==> src/rtl/store_queue_pkg.sv <==
// Shared store-queue types and default sizing.
package Purple_Jade_pkg;

  localparam int unsigned SQ_ENTRY    = 8;
  localparam int unsigned WORD_SIZE_P = 16;

  typedef enum logic [1:0] {
    FREE      = 2'd0,
    ALLOC     = 2'd1,
    RESOLVED  = 2'd2,
    COMMITTED = 2'd3
  } sq_state_e;

endpackage

==> src/rtl/store_queue_fwd.sv <==
// Age-ordered store-to-load forwarding: youngest matching entry, tail-1 back to head.
module store_queue_fwd #(
  parameter  int unsigned SQ_ENTRY = 8,
  parameter  int unsigned ADDR_W   = 16,
  parameter  int unsigned DATA_W   = 16,
  localparam int unsigned IDX_W    = $clog2(SQ_ENTRY)
) (
  input  logic [SQ_ENTRY-1:0] valid_i,
  input  logic [ADDR_W-1:0]   addr_i [SQ_ENTRY],
  input  logic [DATA_W-1:0]   data_i [SQ_ENTRY],
  input  logic [IDX_W-1:0]    tail_i,
  input  logic [ADDR_W-1:0]   ld_addr_i,
  output logic                hit_o,
  output logic [DATA_W-1:0]   data_o
);

  logic [IDX_W-1:0] idx;

  // Walk oldest to youngest so the youngest match is the last one written.
  always_comb begin
    hit_o  = 1'b0;
    data_o = '0;
    idx    = '0;
    for (int k = SQ_ENTRY; k >= 1; k--) begin
      idx = tail_i - IDX_W'(k);
      if (valid_i[idx] && (addr_i[idx] == ld_addr_i)) begin
        hit_o  = 1'b1;
        data_o = data_i[idx];
      end
    end
  end

endmodule

==> src/rtl/store_queue.sv <==
// Store queue: allocate at tail, resolve addresses, commit in order, drain committed stores to memory.
module store_queue #(
  parameter int unsigned SQ_ENTRY = Purple_Jade_pkg::SQ_ENTRY,
  parameter int unsigned ADDR_W   = 16,
  parameter int unsigned DATA_W   = Purple_Jade_pkg::WORD_SIZE_P,
  parameter int unsigned IDX_W    = $clog2(SQ_ENTRY)
) (
  input  logic              clk_i,
  input  logic              reset_n_i,
  input  logic              issue_v_i,
  input  logic [DATA_W-1:0] issue_data_i,
  output logic              issue_ready_o,
  output logic [IDX_W-1:0]  issue_idx_o,
  input  logic              exe_v_i,
  input  logic [IDX_W-1:0]  exe_idx_i,
  input  logic [ADDR_W-1:0] exe_addr_i,
  input  logic              commit_v_i,
  output logic              commit_ready_o,
  input  logic              flush_i,
  input  logic [ADDR_W-1:0] ld_addr_i,
  output logic              ld_hit_o,
  output logic [DATA_W-1:0] ld_data_o,
  output logic              mem_v_o,
  input  logic              mem_ready_i,
  output logic [ADDR_W-1:0] mem_addr_o,
  output logic [DATA_W-1:0] mem_data_o,
  output logic [IDX_W:0]    count_o
);
  import Purple_Jade_pkg::*;

  typedef struct packed {
    sq_state_e         state;
    logic [ADDR_W-1:0] addr;
    logic [DATA_W-1:0] data;
  } entry_t;

  entry_t            ent_q [SQ_ENTRY];
  logic [IDX_W-1:0]  head_q, cmt_q, tail_q;
  logic [IDX_W:0]    count_q, uncmt_q;
  logic              do_issue, do_commit, do_drain, exe_ok;
  logic [SQ_ENTRY-1:0] fwd_valid;
  logic [ADDR_W-1:0] fwd_addr [SQ_ENTRY];
  logic [DATA_W-1:0] fwd_data [SQ_ENTRY];

  assign issue_ready_o  = (count_q != (IDX_W+1)'(SQ_ENTRY)) && !flush_i;
  assign issue_idx_o    = tail_q;
  assign commit_ready_o = (ent_q[cmt_q].state == RESOLVED);
  assign mem_v_o        = (ent_q[head_q].state == COMMITTED);
  assign mem_addr_o     = ent_q[head_q].addr;
  assign mem_data_o     = ent_q[head_q].data;
  assign count_o        = count_q;

  assign do_issue  = issue_v_i && issue_ready_o;
  assign do_commit = commit_v_i && commit_ready_o;
  assign do_drain  = mem_v_o && mem_ready_i;
  assign exe_ok    = exe_v_i && !flush_i && (ent_q[exe_idx_i].state == ALLOC);

  always_comb begin
    for (int i = 0; i < SQ_ENTRY; i++) begin
      fwd_valid[i] = (ent_q[i].state == RESOLVED) || (ent_q[i].state == COMMITTED);
      fwd_addr[i]  = ent_q[i].addr;
      fwd_data[i]  = ent_q[i].data;
    end
  end

  store_queue_fwd #(
    .SQ_ENTRY (SQ_ENTRY),
    .ADDR_W   (ADDR_W),
    .DATA_W   (DATA_W)
  ) u_fwd (
    .valid_i   (fwd_valid),
    .addr_i    (fwd_addr),
    .data_i    (fwd_data),
    .tail_i    (tail_q),
    .ld_addr_i (ld_addr_i),
    .hit_o     (ld_hit_o),
    .data_o    (ld_data_o)
  );

  // The four entry actions touch disjoint states, so they never collide on one entry.
  always_ff @(posedge clk_i or negedge reset_n_i) begin
    if (!reset_n_i) begin
      for (int i = 0; i < SQ_ENTRY; i++) ent_q[i] <= '0;
      head_q  <= '0;
      cmt_q   <= '0;
      tail_q  <= '0;
      count_q <= '0;
      uncmt_q <= '0;
    end else begin
      if (exe_ok) begin
        ent_q[exe_idx_i].state <= RESOLVED;
        ent_q[exe_idx_i].addr  <= exe_addr_i;
      end
      if (do_commit) ent_q[cmt_q].state <= COMMITTED;
      if (flush_i) begin
        for (int i = 0; i < SQ_ENTRY; i++) begin
          if (((ent_q[i].state == ALLOC) || (ent_q[i].state == RESOLVED)) &&
              !(do_commit && (IDX_W'(i) == cmt_q)))
            ent_q[i].state <= FREE;
        end
      end
      if (do_drain) ent_q[head_q].state <= FREE;
      if (do_issue) begin
        ent_q[tail_q].state <= ALLOC;
        ent_q[tail_q].data  <= issue_data_i;
      end

      head_q <= head_q + IDX_W'(do_drain);
      cmt_q  <= cmt_q + IDX_W'(do_commit);
      if (flush_i) begin
        tail_q  <= cmt_q + IDX_W'(do_commit);
        uncmt_q <= '0;
        count_q <= count_q - uncmt_q + (IDX_W+1)'(do_commit) - (IDX_W+1)'(do_drain);
      end else begin
        tail_q  <= tail_q + IDX_W'(do_issue);
        uncmt_q <= uncmt_q + (IDX_W+1)'(do_issue) - (IDX_W+1)'(do_commit);
        count_q <= count_q + (IDX_W+1)'(do_issue) - (IDX_W+1)'(do_drain);
      end
    end
  end

endmodule

==> config.mk <==
export PLATFORM = sky130hd
export DESIGN_NAME = store_queue
export DESIGN_NICKNAME = d
export VERILOG_FILES = /design/src/rtl/store_queue_pkg.sv /design/src/rtl/store_queue_fwd.sv /design/src/rtl/store_queue.sv
export SDC_FILE = /design/constraint.sdc
export NUM_CORES = 1
export LEC_CHECK = 0
export ABC_AREA = 1
export CAP_MARGIN = 20
export CORE_UTILIZATION = 45
export CTS_BUF_LIST = sky130_fd_sc_hd__clkbuf_4
export DETAILED_ROUTE_END_ITERATION = 16
export PLACE_DENSITY = 0.62
export SYNTH_ARGS = -nofsm -noshare
export SYNTH_HDL_FRONTEND = slang
export SYNTH_SLANG_ARGS = --single-unit
==> constraint.sdc <==
create_clock -name clk_i -period 7.8 [get_ports clk_i]
set_clock_uncertainty 0.2 [all_clocks]
set_input_delay 1.56 -clock clk_i [delete_from_list [all_inputs] [get_ports clk_i]]
set_output_delay 1.56 -clock clk_i [all_outputs]
set_load 0.005 [all_outputs]
==> impl_results.md <==
* CP endpoint kind: primary output
* Vias at 29700
* GRT Util Overall at 39.2%
* Port-buffer cells at 116
* Vias in the first global route at 25900
* Total length of routed met3 wires at 17.1 mm
* Hold path cells at 2
* Clk slew on worst S/H paths at approximately 0.070 ns
* GPL Wtd Cong at approximately 1.1
* Post-synth EDFFs at 0
* Maxcap violations at 0
* Synthesized instance count at about 4200
* Highest routed layer: met5
* I/O pin total at 117
* Area grow syn2layout at 9.79%
* Buf/Inv on CP at 4
* Fin Setup TNS at 0 ns
* Slowest CP cell: dfrtp_4
* Post-CTS sizing at 0
* Most numerous cell on the critical path: nand2_1
* Status: complete, no violations
* Root Driver: clkbuf_4
* Fraction of registers with async set or reset after synthesis at 100%
* Synth area leader: dfrtp_1
* Number of setup buffers added after CTS at 0
* RSZ-0062 raised after global routing: no
* Initial antenna violation count at 8
* Hold_buf cts at 0
* ANT nets after route at 0
* Critical Path Stages at 19
* Syn Area/Cell at ~6.1 sq um
* Number of H-tree levels at 3
* Synth top area share at between 20% and 30%
* Worst-skew pair later-pin latency at 0.83 ns
* Primary FF master, synth: dfrtp_1
* Tcrit/Tclk final at 95.3%
* Vias per cell at 5.90
* Crit-path leading delay family: buffers and inverters
* Layout fillers at 6029
* Largest net degree at the start of global routing at 224
* Total Die Area at 58200 sq um
* Post-Synthesis Cell Area at 25700 sq um
* WP data required at 6.04 ns
* CTS tree: built
* Avg WL per Cell at 22.6 microns
* Critical path arrival at 5.68 ns
* Share of cells above drive strength 1 at approximately 5.4%
* Fin. max-slew vios at 0
* #FFs+latches synth at 289
* Peak Freq at 134 MHz
* First-pass GRT wire length at 169 mm
* Crit Path Max Fanout at 223
* Gr ovfl total at 0
* Yosys Warn Count at 0
* Power per cell area at 356 nW/um^2
* Measured slew at the worst slew-check pin at 1.21 ns
* Initial core utilization at around 46%
* DRT Wirelength at 114 mm
* DR WL met2 at about 43 mm
* CTS sink count at 289
* Final number of hold-violating endpoints at 0
* Metal-1 WL at 51.4 mm
* Netlist cell types at 48
* Worst Hold Class: reg2reg
* Pre-Repair DR Iteration Count at 8
* DR DRC count at 0
* Clk buf depth at 3
* Leakage at 13.6 nW
* Crit path cell chain: inv_6, buf_12, o21ai_1, nand2_1, nand3_1, nand2_1, xor2_1, o21ai_0, nor3_1, nand3_1, nor2_2, buf_4, nor2_1, nand2_1, nand2_1, nand2_1, nand2_1, nand2_1, clkdlybuf4s50_1
* Core area at ~56000 sq um
* Max incr delay on CP at 0.72 ns
* Die boundary width at between 200 and 250 microns
* Slew margin rel. at 18.6%
* TritonCTS Buffers at 83
* Startpoint Class: flop
* Syn Nets at about 4300
* Die Ht at 241 microns
* WS Path Type: reg2out
* Final Net Count at 4314
* Sequential-to-total area share from yosys stat at between 20 and 30%
* Post-layout minimum cycle time at 7.44 ns
* Largest cells by area after synthesis: dfrtp_1 (28%), nand2_1 (21%), o21ai_0 (11%), nand3_1 (11%), inv_1 (4.6%)
* Most frequent cells in the layout: nand2_1 (1469), o21ai_0 (549), nand3_1 (542), inv_1 (311), dfrtp_1 (286)
* Detailed placer's ending HPWL at ~82 mm
* DRT iter0 DRCs at 4028
* Commonest non-fill, non-tap cell in the layout: nand2_1
* Maximum vdd drop at 0.355 mV
* Setup violators final at 0
* # rows at 87
* Hold_ws at 0.287 ns
* FF-to-FF path depth at 20
registers in the layout (all words and copies together), names as in the netlist:
register and count:
cmt_q 3, count_o 4, ent_q 272, head_q 3
issue_idx_o 3, uncmt_q 4
synthesized netlist by cell type (all sizes together), types with 2 or more instances:
master   count
mux2i       80
clkbuf     133
a22oi       42
a21oi       24
a221oi      32
dfrtp      289
nor4         7
o211ai      27
xor2        43
buf        139
inv        319
a211oi       4
xnor2        4
o21ai      588
nand4       42
fa           5
nor3        19
clkinv      11
a31oi        7
and2         5
nand3      543
nor2       288
a22o         2
o2bb2ai      3
o21a         7
ha          40
o22ai       34
or2          2
nand2     1473
o2111ai      9
power by group:
group          internal [mW]  switching [mW]  total, mW
clock network          0.738           0.724       1.46
logic                   1.89            4.33       6.21
registers               1.88           0.502       2.38
total                   4.50            5.55       10.1
through the flow:
stage               setup slack (ns)  util, %  total power [mW]  instance area, sq um  instances
global placement                1.07     48.1              8.32                 27200       4881
detailed placement              1.03     48.1              8.31                 27200       4881
global route                  0.0164     50.0              10.8                 28200       5033
finish                         0.364     50.0              10.1                 28300       5035
CTS                            0.437     50.0              9.80                 28200       5029
floorplan                       2.48        -              6.27                 25700       4225
path summary, 6_finish.rpt:
path,from,endpoint,slack (ns)
max,issue_idx_o[0],ld_data_o[4],0.36
min,ent_q[249],ent_q[249],0.29
max reg2reg,head_q[0],count_o[3],2.26
min reg2reg,ent_q[249],ent_q[249],0.29
max in group asynchronous,reset_n_i,issue_idx_o[1],5.61
min in group asynchronous,reset_n_i,ent_q[97],0.49
layout make-up:
cell class              count  area (sq um)  share of cell area [%]
flip-flops and latches    289          7240                    25.6
inverters                 330          1250                    4.43
repair buffers            173          1660                    5.86
clock inverters            23           120                   0.425
diodes                      5          12.5                  0.0443
well taps                 756           946                    3.35
multi-input cells        3334         16100                    56.9
clock buffers             125           938                    3.32
metal layers:
metal	vias to the layer above	track usage, %
met4	8	10.1
met2	1784	50.1
li1	14000	-
met1	13800	59.6
met5	-	0
met3	192	15.2
logic make-up (layout without fill, tap and decap cells):
logic type	count (synthesis)	after routing	share of synthesized area [%]
xor gates and xnor gates	47	47	1.60
and+or+nand+nor	2380	2380	38.3
muxes	80	80	3.11
AOI/OAI and AO/OA	782	782	16.9
DFF	289	289	28.1
other	0	5	0
adders and majority gates	45	45	2.33
buffers and inverters	602	651	9.70
tightest hold or removal path, delay by kind of cell, from the launching register on:
family,cells,cell delay [ns]
flip-flops,1,0.35
AND/OR/NAND/NOR,1,0.05
AO/OA/AOI/OAI,1,0.06
(Power assumes the default switching activity.)
